==> config.mk <==
export PLATFORM = sky130hd
export DESIGN_NAME = clkdiv_multi_flat
export DESIGN_NICKNAME = d
export VERILOG_FILES = /design/src/rtl/clkdiv_multi_pkg.sv /design/src/rtl/clkdiv_multi_if.sv /design/src/rtl/clkdiv_multi_chan.sv /design/src/rtl/clkdiv_multi.sv /design/src/flat_wrapper.sv
export SDC_FILE = /design/constraint.sdc
export NUM_CORES = 1
export LEC_CHECK = 0
export CORE_MARGIN = 2
export CORE_UTILIZATION = 40
export DETAILED_ROUTE_END_ITERATION = 12
export PLACE_DENSITY = 0.61
export SETUP_SLACK_MARGIN = 0.05
export SYNTH_ARGS = -nofsm -noshare
export SYNTH_HDL_FRONTEND = slang
export SYNTH_SLANG_ARGS = --single-unit
==> constraint.sdc <==
create_clock -name clk -period 3.05 [get_ports clk]
set_input_delay 0.305 -clock clk [delete_from_list [all_inputs] [get_ports clk]]
set_output_delay 0.305 -clock clk [all_outputs]
set_load 0.03 [all_outputs]
==> src/rtl/clkdiv_multi_pkg.sv <==
// clkdiv_multi shared definitions.
// Odd-divisor duty modes and the post-reset divisor.
package clkdiv_multi_pkg;

  localparam int ODD50_OFF  = 0;
  localparam int ODD50_ON   = 1;
  localparam int D_INIT_DEF = 2;

endpackage

==> src/rtl/clkdiv_multi_if.sv <==
// clkdiv_multi divisor load port.
// valid/ready handshake carrying target channel and divisor.
interface clkdiv_multi_if #(
  parameter int CHW   = 1,
  parameter int WIDTH = 16
);
  logic             ld_valid;
  logic             ld_ready;
  logic [CHW-1:0]   ld_ch;
  logic [WIDTH-1:0] ld_div;

  modport master (
    output ld_valid,
    output ld_ch,
    output ld_div,
    input  ld_ready
  );

  modport slave (
    input  ld_valid,
    input  ld_ch,
    input  ld_div,
    output ld_ready
  );
endinterface

==> src/rtl/clkdiv_multi_chan.sv <==
// clkdiv_multi single channel.
// Period counter, shadowed divisor, negedge duty stage.
module clkdiv_multi_chan
  import clkdiv_multi_pkg::*;
#(
  parameter int WIDTH  = 16,
  parameter int D_INIT = D_INIT_DEF,
  parameter int ODD50  = ODD50_ON
) (
  input  logic             clk,
  input  logic             nRST,
  input  logic             en,
  input  logic             sync,
  input  logic             ld,
  input  logic [WIDTH-1:0] ld_div,
  output logic             pending,
  output logic             clkout,
  output logic             tick
);

  localparam logic [WIDTH-1:0] ONE = WIDTH'(1);
  localparam logic [WIDTH-1:0] DI  = WIDTH'(D_INIT);
  localparam logic [WIDTH-1:0] CI  =
    (D_INIT == 0) ? '0 : WIDTH'(D_INIT - 1);

  logic [WIDTH-1:0] cnt;
  logic [WIDTH-1:0] d_act;
  logic [WIDTH-1:0] shadow;
  logic [WIDTH-1:0] d_eff;
  logic [WIDTH:0]   h;
  logic [WIDTH:0]   nxt;
  logic             p;
  logic             q;
  logic             bnd;
  logic             go;

  assign d_eff = pending ? shadow : d_act;
  assign bnd   = (d_act == '0)
               || (cnt == d_act - ONE)
               || (sync && en);
  assign go    = en && (d_eff != '0);
  assign nxt   = {1'b0, cnt} + (WIDTH+1)'(1);
  assign h     = ({1'b0, d_act} + (WIDTH+1)'(1)) >> 1;

  // idle keeps cnt at the last slot so the boundary re-checks
  always_ff @(posedge clk or negedge nRST) begin
    if (!nRST) begin
      cnt     <= CI;
      d_act   <= DI;
      shadow  <= '0;
      pending <= 1'b0;
      p       <= 1'b0;
      tick    <= 1'b0;
    end else begin
      if (bnd) begin
        d_act   <= d_eff;
        pending <= 1'b0;
        if (go) begin
          cnt  <= '0;
          p    <= 1'b1;
          tick <= 1'b1;
        end else begin
          cnt  <= (d_eff == '0) ? '0 : d_eff - ONE;
          p    <= 1'b0;
          tick <= 1'b0;
        end
      end else begin
        cnt  <= cnt + ONE;
        p    <= (nxt < h);
        tick <= 1'b0;
      end
      if (ld) begin
        shadow  <= ld_div;
        pending <= 1'b1;
      end
    end
  end

  always_ff @(negedge clk or negedge nRST) begin
    if (!nRST) q <= 1'b0;
    else       q <= p;
  end

  assign clkout = (ODD50 != ODD50_OFF && d_act[0]) ? (p & q) : p;

endmodule

==> src/rtl/clkdiv_multi.sv <==
// clkdiv_multi top: NCH programmable dividers.
// Decodes the load port onto channels and muxes ld_ready.
module clkdiv_multi
  import clkdiv_multi_pkg::*;
#(
  parameter int NCH    = 2,
  parameter int WIDTH  = 16,
  parameter int CHW    = 1,
  parameter int D_INIT = D_INIT_DEF,
  parameter int ODD50  = ODD50_ON
) (
  input  logic              clk,
  input  logic              nRST,
  input  logic [NCH-1:0]    en,
  input  logic              sync,
  clkdiv_multi_if.slave     ldp,
  output logic [NCH-1:0]    clkout,
  output logic [NCH-1:0]    tick
);

  logic [NCH-1:0] pend;
  logic [NCH-1:0] hit;

  // out-of-range channels read as ready so requests drain
  always_comb begin
    ldp.ld_ready = 1'b1;
    hit          = '0;
    for (int i = 0; i < NCH; i++) begin
      if (ldp.ld_ch == CHW'(i)) begin
        ldp.ld_ready = ~pend[i];
        hit[i]       = ldp.ld_valid & ~pend[i];
      end
    end
  end

  for (genvar i = 0; i < NCH; i++) begin : g_ch
    clkdiv_multi_chan #(
      .WIDTH  (WIDTH),
      .D_INIT (D_INIT),
      .ODD50  (ODD50)
    ) u_ch (
      .clk     (clk),
      .nRST    (nRST),
      .en      (en[i]),
      .sync    (sync),
      .ld      (hit[i]),
      .ld_div  (ldp.ld_div),
      .pending (pend[i]),
      .clkout  (clkout[i]),
      .tick    (tick[i])
    );
  end

endmodule

==> src/flat_wrapper.sv <==
// flat-port wrapper written by rule: the top's interface ports become plain ports
module clkdiv_multi_flat import clkdiv_multi_pkg::*;
#(
  parameter int NCH    = 2,
  parameter int WIDTH  = 16,
  parameter int CHW    = 1,
  parameter int D_INIT = D_INIT_DEF,
  parameter int ODD50  = ODD50_ON
)
  (clk, nRST, en, sync, clkout, tick, ldp_ld_valid, ldp_ld_ch, ldp_ld_div, ldp_ld_ready);
  clkdiv_multi_if #(.CHW(CHW), .WIDTH(WIDTH)) ldp_i ();
  input  logic clk;
  input  logic nRST;
  input  logic [NCH-1:0] en;
  input  logic sync;
  output logic [NCH-1:0] clkout;
  output logic [NCH-1:0] tick;
  input wire logic [$bits(ldp_i.ld_valid)-1:0] ldp_ld_valid;
  input wire logic [$bits(ldp_i.ld_ch)-1:0] ldp_ld_ch;
  input wire logic [$bits(ldp_i.ld_div)-1:0] ldp_ld_div;
  output wire logic [$bits(ldp_i.ld_ready)-1:0] ldp_ld_ready;
  assign ldp_i.ld_valid = ldp_ld_valid;
  assign ldp_i.ld_ch = ldp_ld_ch;
  assign ldp_i.ld_div = ldp_ld_div;
  assign ldp_ld_ready = ldp_i.ld_ready;
  clkdiv_multi #(.NCH(NCH), .WIDTH(WIDTH), .CHW(CHW), .D_INIT(D_INIT), .ODD50(ODD50)) u_core (.clk(clk), .nRST(nRST), .en(en), .sync(sync), .ldp(ldp_i), .clkout(clkout), .tick(tick));
endmodule
==> impl_metrics.ini <==
[status]
status = complete, no violations

[critical_path]
required_ps = 3290
crit_path_max_incr_delay_ps = 530
end_kind = register
crit_path_top_delay_cell = or4b_4
cp-start-kind = register
cp_data_arrival_time_ps = 3240
cp_cell_sequence = inv_1 -> ha_1 -> or3b_4 -> or4_4 -> or4b_4 -> nand3_2 -> a21boi_4 -> clkbuf_16 -> buf_12 -> mux2_4
crit_fanout = 5
critPathKind = reg -> reg

[power_and_ir_drop]
p_leak_nw = 4.10
internal-power_mw = 5.09
seqPwrFrac_pct = 29.5
power.density_nw_per_um2 = 919
p_sw_share_pct = 42.6
vdd_drop_max_v = 0.000383
switchingPower_mw = 3.78
p_clk_share_pct = 14.7
pwr-share-comb_pct = 55.8

[synthesis]
yosysMostFrequentCell = dfrtp_1
netlist_top_cells_area = dfrtp_1, mux2_2, xnor2_1
synth_common_cells = dfrtp_1, mux2_2, xnor2_1
synthSimpleGateAreaFrac_pct = 19.0
synth_compound_gate_area_share_pct = 9.53
ys_warn_count = 0
async_reset_ff_share_pct = 100
synthCells = 856
synth.top_cell.area_share_pct = 29.9
synth_top_family_by_area = simple AND/OR/NAND/NOR gates
synth_top_area_cell = dfrtp_1
synth_seq_cells = 104
synth_xor_area_share_pct = 12.2
ys.flop_type = dfrtp_1
synth_fp_nets = 919
synthDistinctLibCells = 68
synth_edf_count = 0
yosys.area_share.adder_pct = 6.11
syn-cell-area_sq_um = 8190
synth_mux_area_share_pct = 16.9
avgSynthCellArea_sq_um = 9.57
ys_seq_area_share_pct = 31.8

[floorplanning]
io_pins = 28
die_area_sq_um = 21600
start_util_pct = 40.6
die_y_um = 147
coreArea_sq_um = 20200
rows = 52
die-width_um = 147

[place]
dpl.hpwl_um = 16600
dpl_cell_area_sq_um = 9060
port_buffers = 27
place_congestion = 0.885
dp.cells = 1162

[worst_hold_path]
worst_hold_path_type = in -> async

[global_route]
gr-total-overflow = 0
grt_start_max_net_pins = 67
grt_first_pass_wirelength_um = 34200
grt_usage_pct = 20.0
antenna_found_initial = 0
grt_pass1_vias = 6337

[routing]
vias = 6550
drtPass1Iterations = 5
remaining_drc_errors = 0
drtIter0Drc = 414
ant_nets = 0
vias_per_cell = 5.51
avgRoutedWirePerCell_um = 18.2
highest_layer = met4
met1_length_um = 11200
wl_met3_um = 791
routed-wl-met2_um = 9290
wirelength_um = 21600

[clock_network]
clock_latency_ps = 360
clock_sinks = 104
root_buffer = clkbuf_16
cts_tree = yes
hold_buffers = 0
htree_num_levels = 3
cts.path.max_buffers = 2
cts.clk_slew.worst_paths_ps = 70
cts_made_buffers = 9

[timing]
min_period_over_period_pct = 98.1
setup_violations = 0
tightestPinTransition_ps = 887
rsz0062_at_grt = true
slew_viol_final = 0
finClkSkew_ps = 9.61
hold_viol_final = 0
period_minus_slack_ps = 2990
slew_headroom_pct = 40.8
timing.fmax_mhz = 334
hold_ws_ps = 36.8

[cells_and_area]
drive_above_1_share_pct = 25.8
diodes = 0
fin_nets = 977
final_area_sq_um = 9640
syn_to_final_growth_pct = 17.7
final_cells = 1189

[job]
cap_violations = 0
==> routing by layer <==
metal	vias up	GRT usage, %
li1	3194	-
met1	3211	30.6
met2	124	29.6
met3	21	2.02
met4	0	6.20
met5	-	0
==> worst paths after layout <==
kind                                                              end  cells past startpoint  slack [ps]                                  startpoint
max reg2reg                 u_core.g_ch[0].u_ch.d_act[12]$_DFFE_PN0P_                     10          60    u_core.g_ch[0].u_ch.d_act[0]$_DFFE_PN0P_
max in group asynchronous             u_core.g_ch[0].u_ch.q$_DFF_NN0_                      1        1750                                        nRST
min reg2reg                u_core.g_ch[0].u_ch.shadow[13]$_DFFE_PN0P_                      1         520  u_core.g_ch[0].u_ch.shadow[13]$_DFFE_PN0P_
min                              u_core.g_ch[1].u_ch.cnt[1]$_DFF_PN0_                      2          40                                        nRST
min in group clk           u_core.g_ch[0].u_ch.shadow[13]$_DFFE_PN0P_                      1         520  u_core.g_ch[0].u_ch.shadow[13]$_DFFE_PN0P_
max                         u_core.g_ch[0].u_ch.d_act[12]$_DFFE_PN0P_                     10          60    u_core.g_ch[0].u_ch.d_act[0]$_DFFE_PN0P_
==> cells by family after synthesis <==
family / after synthesis
and+or+nand+nor: 287
buffers and inverters: 82
xor gates and xnor gates: 114
muxes: 121
AOI/OAI and AO/OA: 108
adders and majority gates: 40
DFF: 104
==> cell usage in the layout (no fill, tap or decap), drive strengths merged, types with 4 or more instances in the layout <==
master	n
nor2b	6
o2111ai	4
xor2	41
or3b	4
nor3b	8
o21a	5
nand3	41
a31oi	4
nor2	47
ha	40
mux2i	28
nor3	43
buf	78
nand2	40
clkbuf	14
and3	25
nand2b	11
or4	6
or3	8
dfstp	4
a21oi	21
a21o	8
and2	11
mux2	93
nand4	14
o21ai	13
inv	25
xnor2	73
clkdlybuf4s50	24
a21bo	4
dfrtp	98
nor4	13
o211ai	15
a21boi	6
==> what timing repair did <==
action / in CTS / in global routing
gates resized for setup: 0 / 31
buffers inserted: 0 / 10
setup endpoints to repair: 0 / 54
==> power groups by stage <==
stage | clock network, mW | registers (mW) | logic (mW)
after floorplan | 0 | 2.27 | 3.68
after global placement | 0 | 2.61 | 4.71
after detailed placement | 0 | 2.62 | 4.73
after CTS | 1.33 | 2.59 | 4.77
after global routing | 1.38 | 2.71 | 5.44
final | 1.31 | 2.62 | 4.94
==> critical path: cells and delay by family, from the launching register on <==
kind	cells	cell delay, ps
compound gates	1	90
buf+inv	3	390
simple gates	4	1560
flops	1	390
mux	1	290
fa+ha+maj	1	170
==> through the flow <==
| stage | util (%) | setup TNS [ps] | setup slack (ps) | total power [mW] |
|---|---|---|---|---|
| after floorplan | - | 0 | 86.0 | 5.95 |
| after detailed placement | 44.9 | 0 | 96.5 | 7.35 |
| after global routing | 47.8 | -38.4 | -16.4 | 9.53 |
| final | 47.8 | 0 | 56.5 | 8.87 |
| after global placement | 44.9 | 0 | 142 | 7.31 |
| after CTS | 46.6 | 0 | 69.7 | 8.70 |
==> flip-flops by register name, summed over array words and instances, names as in the netlist <==
name                      count
u_core.g_ch.u_ch.cnt         32
u_core.g_ch.u_ch.d_act       32
u_core.g_ch.u_ch.p            2
u_core.g_ch.u_ch.pending      2
u_core.g_ch.u_ch.q            2
u_core.g_ch.u_ch.shadow      32
u_core.g_ch.u_ch.tick         2
==> cell type report <==
type | count | area [sq um]
clock inverter | 4 | 76.3
multi-input combinational | 670 | 5370
inverter | 25 | 93.8
clock buffer | 12 | 256
tap | 270 | 338
timing repair buffer | 104 | 905
fill | 1917 | 10500
sequential | 104 | 2610
No activity file was read; power rests on OpenSTA's default activity.
